### src/rtl/ir_cmd_pkg.sv
// Shared definitions for the IR command scheduler: byte codes, encoder
// command words, FSM state encoding and the decode helpers.
package ir_cmd_pkg;

  localparam logic [7:0] BYTE_UP    = 8'h38;
  localparam logic [7:0] BYTE_DOWN  = 8'h32;
  localparam logic [7:0] BYTE_RIGHT = 8'h36;
  localparam logic [7:0] BYTE_LEFT  = 8'h34;

  localparam logic [31:0] CMD_UP    = 32'h9F60_0707;
  localparam logic [31:0] CMD_DOWN  = 32'h9E61_0707;
  localparam logic [31:0] CMD_RIGHT = 32'h9D62_0707;
  localparam logic [31:0] CMD_LEFT  = 32'h9A65_0707;

  typedef enum logic [1:0] {
    ST_IDLE  = 2'd0,
    ST_ISSUE = 2'd1,
    ST_GAP   = 2'd2
  } state_e;

  typedef struct packed {
    logic       known;
    logic [1:0] idx;
  } byte_dec_t;

  // Map a received UART byte onto a command index; unknown bytes flagged.
  function automatic byte_dec_t decode_byte(input logic [7:0] b);
    byte_dec_t d;
    d.known = 1'b1;
    d.idx   = 2'd0;
    case (b)
      BYTE_UP:    d.idx = 2'd0;
      BYTE_DOWN:  d.idx = 2'd1;
      BYTE_RIGHT: d.idx = 2'd2;
      BYTE_LEFT:  d.idx = 2'd3;
      default:    d.known = 1'b0;
    endcase
    return d;
  endfunction

  function automatic logic [31:0] idx_to_word(input logic [1:0] idx);
    logic [31:0] w;
    case (idx)
      2'd0:    w = CMD_UP;
      2'd1:    w = CMD_DOWN;
      2'd2:    w = CMD_RIGHT;
      default: w = CMD_LEFT;
    endcase
    return w;
  endfunction

  function automatic logic [3:0] idx_to_led(input logic [1:0] idx);
    return 4'b0001 << idx;
  endfunction

endpackage

### src/rtl/cmd_fifo.sv
// Small synchronous FIFO with full/empty flags. A pop in the same cycle as a
// push to a full FIFO frees the slot first, so both take effect.
module cmd_fifo #(
  parameter int DEPTH = 4,
  parameter int WIDTH = 2
) (
  input  logic             clk,
  input  logic             rst,
  input  logic             push,
  input  logic [WIDTH-1:0] push_data,
  input  logic             pop,
  output logic [WIDTH-1:0] pop_data,
  output logic             full,
  output logic             empty,
  output logic             empty_next
);

  localparam int PTR_W = (DEPTH > 1) ? $clog2(DEPTH) : 1;
  localparam int CNT_W = $clog2(DEPTH) + 1;

  logic [WIDTH-1:0] mem_q [DEPTH];
  logic [WIDTH-1:0] mem_d [DEPTH];
  logic [PTR_W-1:0] wr_ptr_q, wr_ptr_d;
  logic [PTR_W-1:0] rd_ptr_q, rd_ptr_d;
  logic [CNT_W-1:0] count_q, count_d;
  logic             push_ok, pop_ok;

  // Next-state for storage, pointers and occupancy.
  always_comb begin
    pop_ok   = pop && (count_q != '0);
    push_ok  = push && ((count_q != CNT_W'(DEPTH)) || pop_ok);
    mem_d    = mem_q;
    wr_ptr_d = wr_ptr_q;
    rd_ptr_d = rd_ptr_q;
    if (push_ok) begin
      mem_d[wr_ptr_q] = push_data;
      wr_ptr_d        = wr_ptr_q + PTR_W'(1);
    end
    if (pop_ok) begin
      rd_ptr_d = rd_ptr_q + PTR_W'(1);
    end
    count_d = count_q + CNT_W'(push_ok) - CNT_W'(pop_ok);
  end

  // Storage array carries data only, so it is not reset.
  always_ff @(posedge clk) begin
    mem_q <= mem_d;
  end

  // Pointers and occupancy, cleared by the active-low reset.
  always_ff @(posedge clk) begin
    if (!rst) begin
      wr_ptr_q <= '0;
      rd_ptr_q <= '0;
      count_q  <= '0;
    end else begin
      wr_ptr_q <= wr_ptr_d;
      rd_ptr_q <= rd_ptr_d;
      count_q  <= count_d;
    end
  end

  assign pop_data   = mem_q[rd_ptr_q];
  assign full       = (count_q == CNT_W'(DEPTH));
  assign empty      = (count_q == '0);
  assign empty_next = (count_d == '0);

endmodule

### src/rtl/ir_cmd_scheduler.sv
// Queues decoded remote-control bytes and issues them to the IR encoder one
// frame at a time, enforcing an idle gap after every accepted frame.
module ir_cmd_scheduler
  import ir_cmd_pkg::*;
#(
  parameter int DEPTH      = 4,
  parameter int GAP_CYCLES = 1000000
) (
  input  logic        clk,
  input  logic        rst,
  input  logic [7:0]  rx_data,
  input  logic        rx_strobe,
  input  logic        ir_ready,
  output logic [31:0] ir_cmd,
  output logic        ir_valid,
  output logic [3:0]  led,
  output logic        busy,
  output logic        overflow,
  output logic [7:0]  drop_cnt
);

  localparam int GAP_W = (GAP_CYCLES > 1) ? $clog2(GAP_CYCLES) : 1;

  state_e           state_q, state_d;
  logic [GAP_W-1:0] gap_cnt_q, gap_cnt_d;
  logic [31:0]      ir_cmd_q, ir_cmd_d;
  logic             ir_valid_q, ir_valid_d;
  logic [1:0]       cur_idx_q, cur_idx_d;
  logic [3:0]       led_q, led_d;
  logic             busy_q, busy_d;
  logic             overflow_q, overflow_d;
  logic [7:0]       drop_cnt_q, drop_cnt_d;

  byte_dec_t        rx_dec;
  logic             fifo_push, fifo_pop;
  logic [1:0]       fifo_head;
  logic             fifo_full, fifo_empty, fifo_empty_next;
  logic             drop_unknown, drop_full;

  cmd_fifo #(
    .DEPTH(DEPTH),
    .WIDTH(2)
  ) u_fifo (
    .clk        (clk),
    .rst        (rst),
    .push       (fifo_push),
    .push_data  (rx_dec.idx),
    .pop        (fifo_pop),
    .pop_data   (fifo_head),
    .full       (fifo_full),
    .empty      (fifo_empty),
    .empty_next (fifo_empty_next)
  );

  // Issue FSM: pop in IDLE, hold the frame until the handshake, then wait out the gap.
  always_comb begin
    state_d    = state_q;
    gap_cnt_d  = gap_cnt_q;
    ir_cmd_d   = ir_cmd_q;
    ir_valid_d = ir_valid_q;
    cur_idx_d  = cur_idx_q;
    led_d      = led_q;
    fifo_pop   = 1'b0;
    case (state_q)
      ST_IDLE: begin
        if (!fifo_empty) begin
          fifo_pop   = 1'b1;
          cur_idx_d  = fifo_head;
          ir_cmd_d   = idx_to_word(fifo_head);
          ir_valid_d = 1'b1;
          state_d    = ST_ISSUE;
        end
      end
      ST_ISSUE: begin
        if (ir_valid_q && ir_ready) begin
          ir_valid_d = 1'b0;
          led_d      = idx_to_led(cur_idx_q);
          gap_cnt_d  = GAP_W'(GAP_CYCLES - 1);
          state_d    = ST_GAP;
        end
      end
      ST_GAP: begin
        if (gap_cnt_q == '0) begin
          state_d = ST_IDLE;
        end else begin
          gap_cnt_d = gap_cnt_q - GAP_W'(1);
        end
      end
      default: state_d = ST_IDLE;
    endcase
  end

  // Byte decode, push request, drop statistics and the registered busy flag.
  always_comb begin
    rx_dec       = decode_byte(rx_data);
    fifo_push    = rx_strobe && rx_dec.known;
    drop_unknown = rx_strobe && !rx_dec.known;
    drop_full    = fifo_push && fifo_full && !fifo_pop;
    overflow_d   = overflow_q || drop_full;
    drop_cnt_d   = drop_cnt_q;
    if ((drop_unknown || drop_full) && (drop_cnt_q != 8'hFF)) begin
      drop_cnt_d = drop_cnt_q + 8'd1;
    end
    busy_d = (state_d != ST_IDLE) || !fifo_empty_next;
  end

  // Scheduler registers; reset aborts any frame in flight.
  always_ff @(posedge clk) begin
    if (!rst) begin
      state_q    <= ST_IDLE;
      gap_cnt_q  <= '0;
      ir_cmd_q   <= '0;
      ir_valid_q <= 1'b0;
      cur_idx_q  <= '0;
      led_q      <= '0;
      busy_q     <= 1'b0;
      overflow_q <= 1'b0;
      drop_cnt_q <= '0;
    end else begin
      state_q    <= state_d;
      gap_cnt_q  <= gap_cnt_d;
      ir_cmd_q   <= ir_cmd_d;
      ir_valid_q <= ir_valid_d;
      cur_idx_q  <= cur_idx_d;
      led_q      <= led_d;
      busy_q     <= busy_d;
      overflow_q <= overflow_d;
      drop_cnt_q <= drop_cnt_d;
    end
  end

  assign ir_cmd   = ir_cmd_q;
  assign ir_valid = ir_valid_q;
  assign led      = led_q;
  assign busy     = busy_q;
  assign overflow = overflow_q;
  assign drop_cnt = drop_cnt_q;

endmodule
### config.mk
export PLATFORM = sky130hd
export DESIGN_NAME = ir_cmd_scheduler
export DESIGN_NICKNAME = d
export VERILOG_FILES = /design/src/rtl/ir_cmd_pkg.sv /design/src/rtl/cmd_fifo.sv /design/src/rtl/ir_cmd_scheduler.sv
export SDC_FILE = /design/constraint.sdc
export NUM_CORES = 1
export LEC_CHECK = 0
export CORE_UTILIZATION = 46
export DETAILED_ROUTE_END_ITERATION = 8
export GPL_TIMING_DRIVEN = 0
export PLACE_DENSITY = 0.72
export SLEW_MARGIN = 5
export SYNTH_ARGS = -nofsm -noshare
export SYNTH_HDL_FRONTEND = slang
export SYNTH_SLANG_ARGS = --single-unit
### constraint.sdc
create_clock -name clk -period 4.6 [get_ports clk]
set_input_delay 0.92 -clock clk [delete_from_list [all_inputs] [get_ports clk]]
set_output_delay 0.92 -clock clk [all_outputs]
set_load 0.05 [all_outputs]
==> results.cfg <==
[status]
status = finished, final reports clean

[drt]
first_pass_iters = 4
vias = 2556
highest_layer = met4
antenna_left = 0
first_iter_violations = 203
met2_length_mm = 2.87
m1WireLength_mm = 2.97
wl_mm = 6.29
drt-wirelength-per-cell_um = 13.0
routed_via_density = 5.29
drc_errors = 0
wl_met3_um = 381

[setup_path]
worstPathArrival_ns = 4.01
slowest_delay_ns = 0.64
required_ns = 4.79
worst-path-buf-inv = 3
crit_top_cell = xnor2_1
setup.worst_path.start_class = primary input
path_cells = clkdlybuf4s50_1 > nand4bb_1 > nor4b_2 > and3_1 > clkbuf_1 > ha_1 > inv_1 > fa_1 > xnor2_1 > xnor2_1 > nor4b_1 > a21oi_1
crit_family = simple AND/OR/NAND/NOR gates
criticalPathCategory = primary input to register
critPathSlowestCell = nor4b_2
timing.rr.start = u_fifo.count_q[1]
cp-end-kind = register
startpoint = rx_data[6]
cp_max_fo = 8

[clocking]
clk_latency_ns = 0.33
numCtsBuffers = 9
clock-sinks = 60
clock_path_buffers = 2
htreeDepth = 3
cts_setup_buffers = 0
root_buffer = clkbuf_8
clk_pin_slew_ns = 0.06
cts.repair.resized = 0
cts_tree = built
hold_buffers = 0

[sta]
setup_viol = 0
fin_tns_setup_ns = 0
maxSlewHeadroom_pct = 36.8
rsz0062_at_grt = false
fin_worst_skew_ns = 0.00693
slew_violations = 0
max_freq_mhz = 261
fin_crit_ns = 3.82
period_share_pct = 83.1
finalHoldViolCount = 0
worst_pin_slew_ns = 0.939
fin_ws_ns = 0.776

[power_and_ir_drop]
switchingPower_uw = 921
peakVddDrop_uv = 412
seq_power_share_pct = 32.7
power.leakage_uw = 0.00144
power.internal_uw = 1250
pwr-share-clk_pct = 18.9
combPwrFrac_pct = 48.4
power.density_nw_per_um2 = 572
power.share.switching_pct = 42.5

[logic_synthesis]
yosysTopAreaCellShare_pct = 34.3
synth_cells = 333
synth_most_common_cell = dfxtp_1
yosys_warnings = 0
ys_ff_latch = 60
synth-seq-area-share_pct = 42.2
syn_area_per_cell_um2 = 9.11
synth_area_um2 = 3030
synth_ff_type = dfxtp_1
synth-edff-count = 8
netlist.top_cell.by_area = dfxtp_1
async_flop_share_pct = 0
synth.area.top_cells = dfxtp_1, edfxtp_1, buf_4
synth_cell_types = 56
ys_top_cells_by_count = dfxtp_1, nor2_1, buf_4, nand2_1, a21oi_1

[die]
dieArea_um2 = 6920
start_util_pct = 47.8
ios = 59
core_area_um2 = 6350
rows = 29
die_h_um = 83.2
die_w_um = 83.2

[run]
drv_cap = 0

[placed_design]
detailed_place_hpwl_mm = 4.61
dpl.cell_count = 467
gp_congestion = 0.895
port_buffers = 43
pre_cts_ws_ns = 0.438

[layout]
area_growth_pct = 24.8
diodes = 0
stdcell_count = 483
drive_above_1_share_pct = 13.3
nets = 422

[global_route]
grt_max_degree = 13
grt_pass1_wl_mm = 10.4
antenna_found_initial = 0
grtUsageTotal_pct = 18.6
grt_pass1_vias = 2275
overflow = 0

[worst_hold_path]
hold_class = register to register
hold_path.startpoint = led[3]
[sequential cells by signal (all words and copies together), names as in the netlist]
name and count:
drop_cnt 8, u_fifo.count_q 3, u_fifo.rd_ptr_q 2, overflow 1, led 4, ir_cmd 6, ir_valid 1, state_q 2
busy 1, u_fifo.wr_ptr_q 2, cur_idx_q 2, u_fifo.mem_q 8, gap_cnt_q 20
[layout by cell type, fill, tap and decap left out, drive strengths merged, types with 6 or more instances in the layout]
cell | Yosys | final
nor4 | 8 | 8
dfxtp | 52 | 52
buf | 26 | 26
xor2 | 7 | 7
conb | 1 | 15
a211oi | 6 | 6
nor2 | 28 | 28
nand3 | 9 | 9
and2 | 10 | 10
or3 | 6 | 6
nand2 | 26 | 26
edfxtp | 8 | 8
clkbuf | 10 | 24
nor3 | 9 | 9
inv | 13 | 13
a21oi | 22 | 22
clkdlybuf4s50 | 0 | 43
ha | 8 | 8
xnor2 | 9 | 9
o21ai | 12 | 12
[per-stage QoR]
step                power (uW)  util (%)  cell area, um2  hold slack, ns
global placement          1740      56.9            3610           0.445
detailed placement        1760      56.9            3610           0.449
global route              2300      59.6            3790           0.483
finish                    2170      59.6            3790           0.452
floorplan                 1490         -            3090           0.454
CTS                       2170      59.6            3790           0.458
[tightest hold or removal path, stage by stage (launching register included)]
cell     delay (ns)
dfxtp_1        0.31
nand2_1        0.05
a21oi_1        0.05
[worst paths after layout]
path,endpoint,slack [ns],cells past startpoint
setup / recovery,busy,0.78,12
hold / removal,led[3],0.45,2
setup reg to reg,busy,1.24,12
hold reg to reg,led[3],0.45,2
[layout make-up]
type,count,area (um2)
multi-input cells,238,1520
clock buffers,14,163
fillers,594,2560
well taps,77,96.3
repair buffers,43,430
flip-flops and latches,60,1280
inverters,13,48.8
clock inverters,2,10.0
plain buffers,36,233
[kinds of logic after synthesis]
family	after synthesis	share of synthesized area [%]
simple gates	130	24.1
compound gates	64	13.6
other cells	1	0.124
mux	4	2.14
fa+ha+maj	9	3.96
flops	60	42.2
xor+xnor	16	4.62
buf+inv	49	9.28
[power by group through the flow]
| stage | Clock (uW) | Combinational (uW) | Sequential [uW] |
|---|---|---|---|
| 2_1_floorplan | 0 | 689 | 803 |
| 3_3_place_gp | 0 | 1030 | 713 |
| 3_5_place_dp | 0 | 1040 | 717 |
| 4_1_cts | 418 | 1050 | 708 |
| 5_1_grt | 440 | 1140 | 724 |
| 6_report | 410 | 1050 | 708 |
[metal layers]
layer	global-route usage (%)	vias to the layer above
met5	0	-
met4	8.62	0
met3	3.48	8
met2	29.7	73
met1	24.4	1190
li1	-	1285
Note: power is estimated with default switching activity, not from simulation.
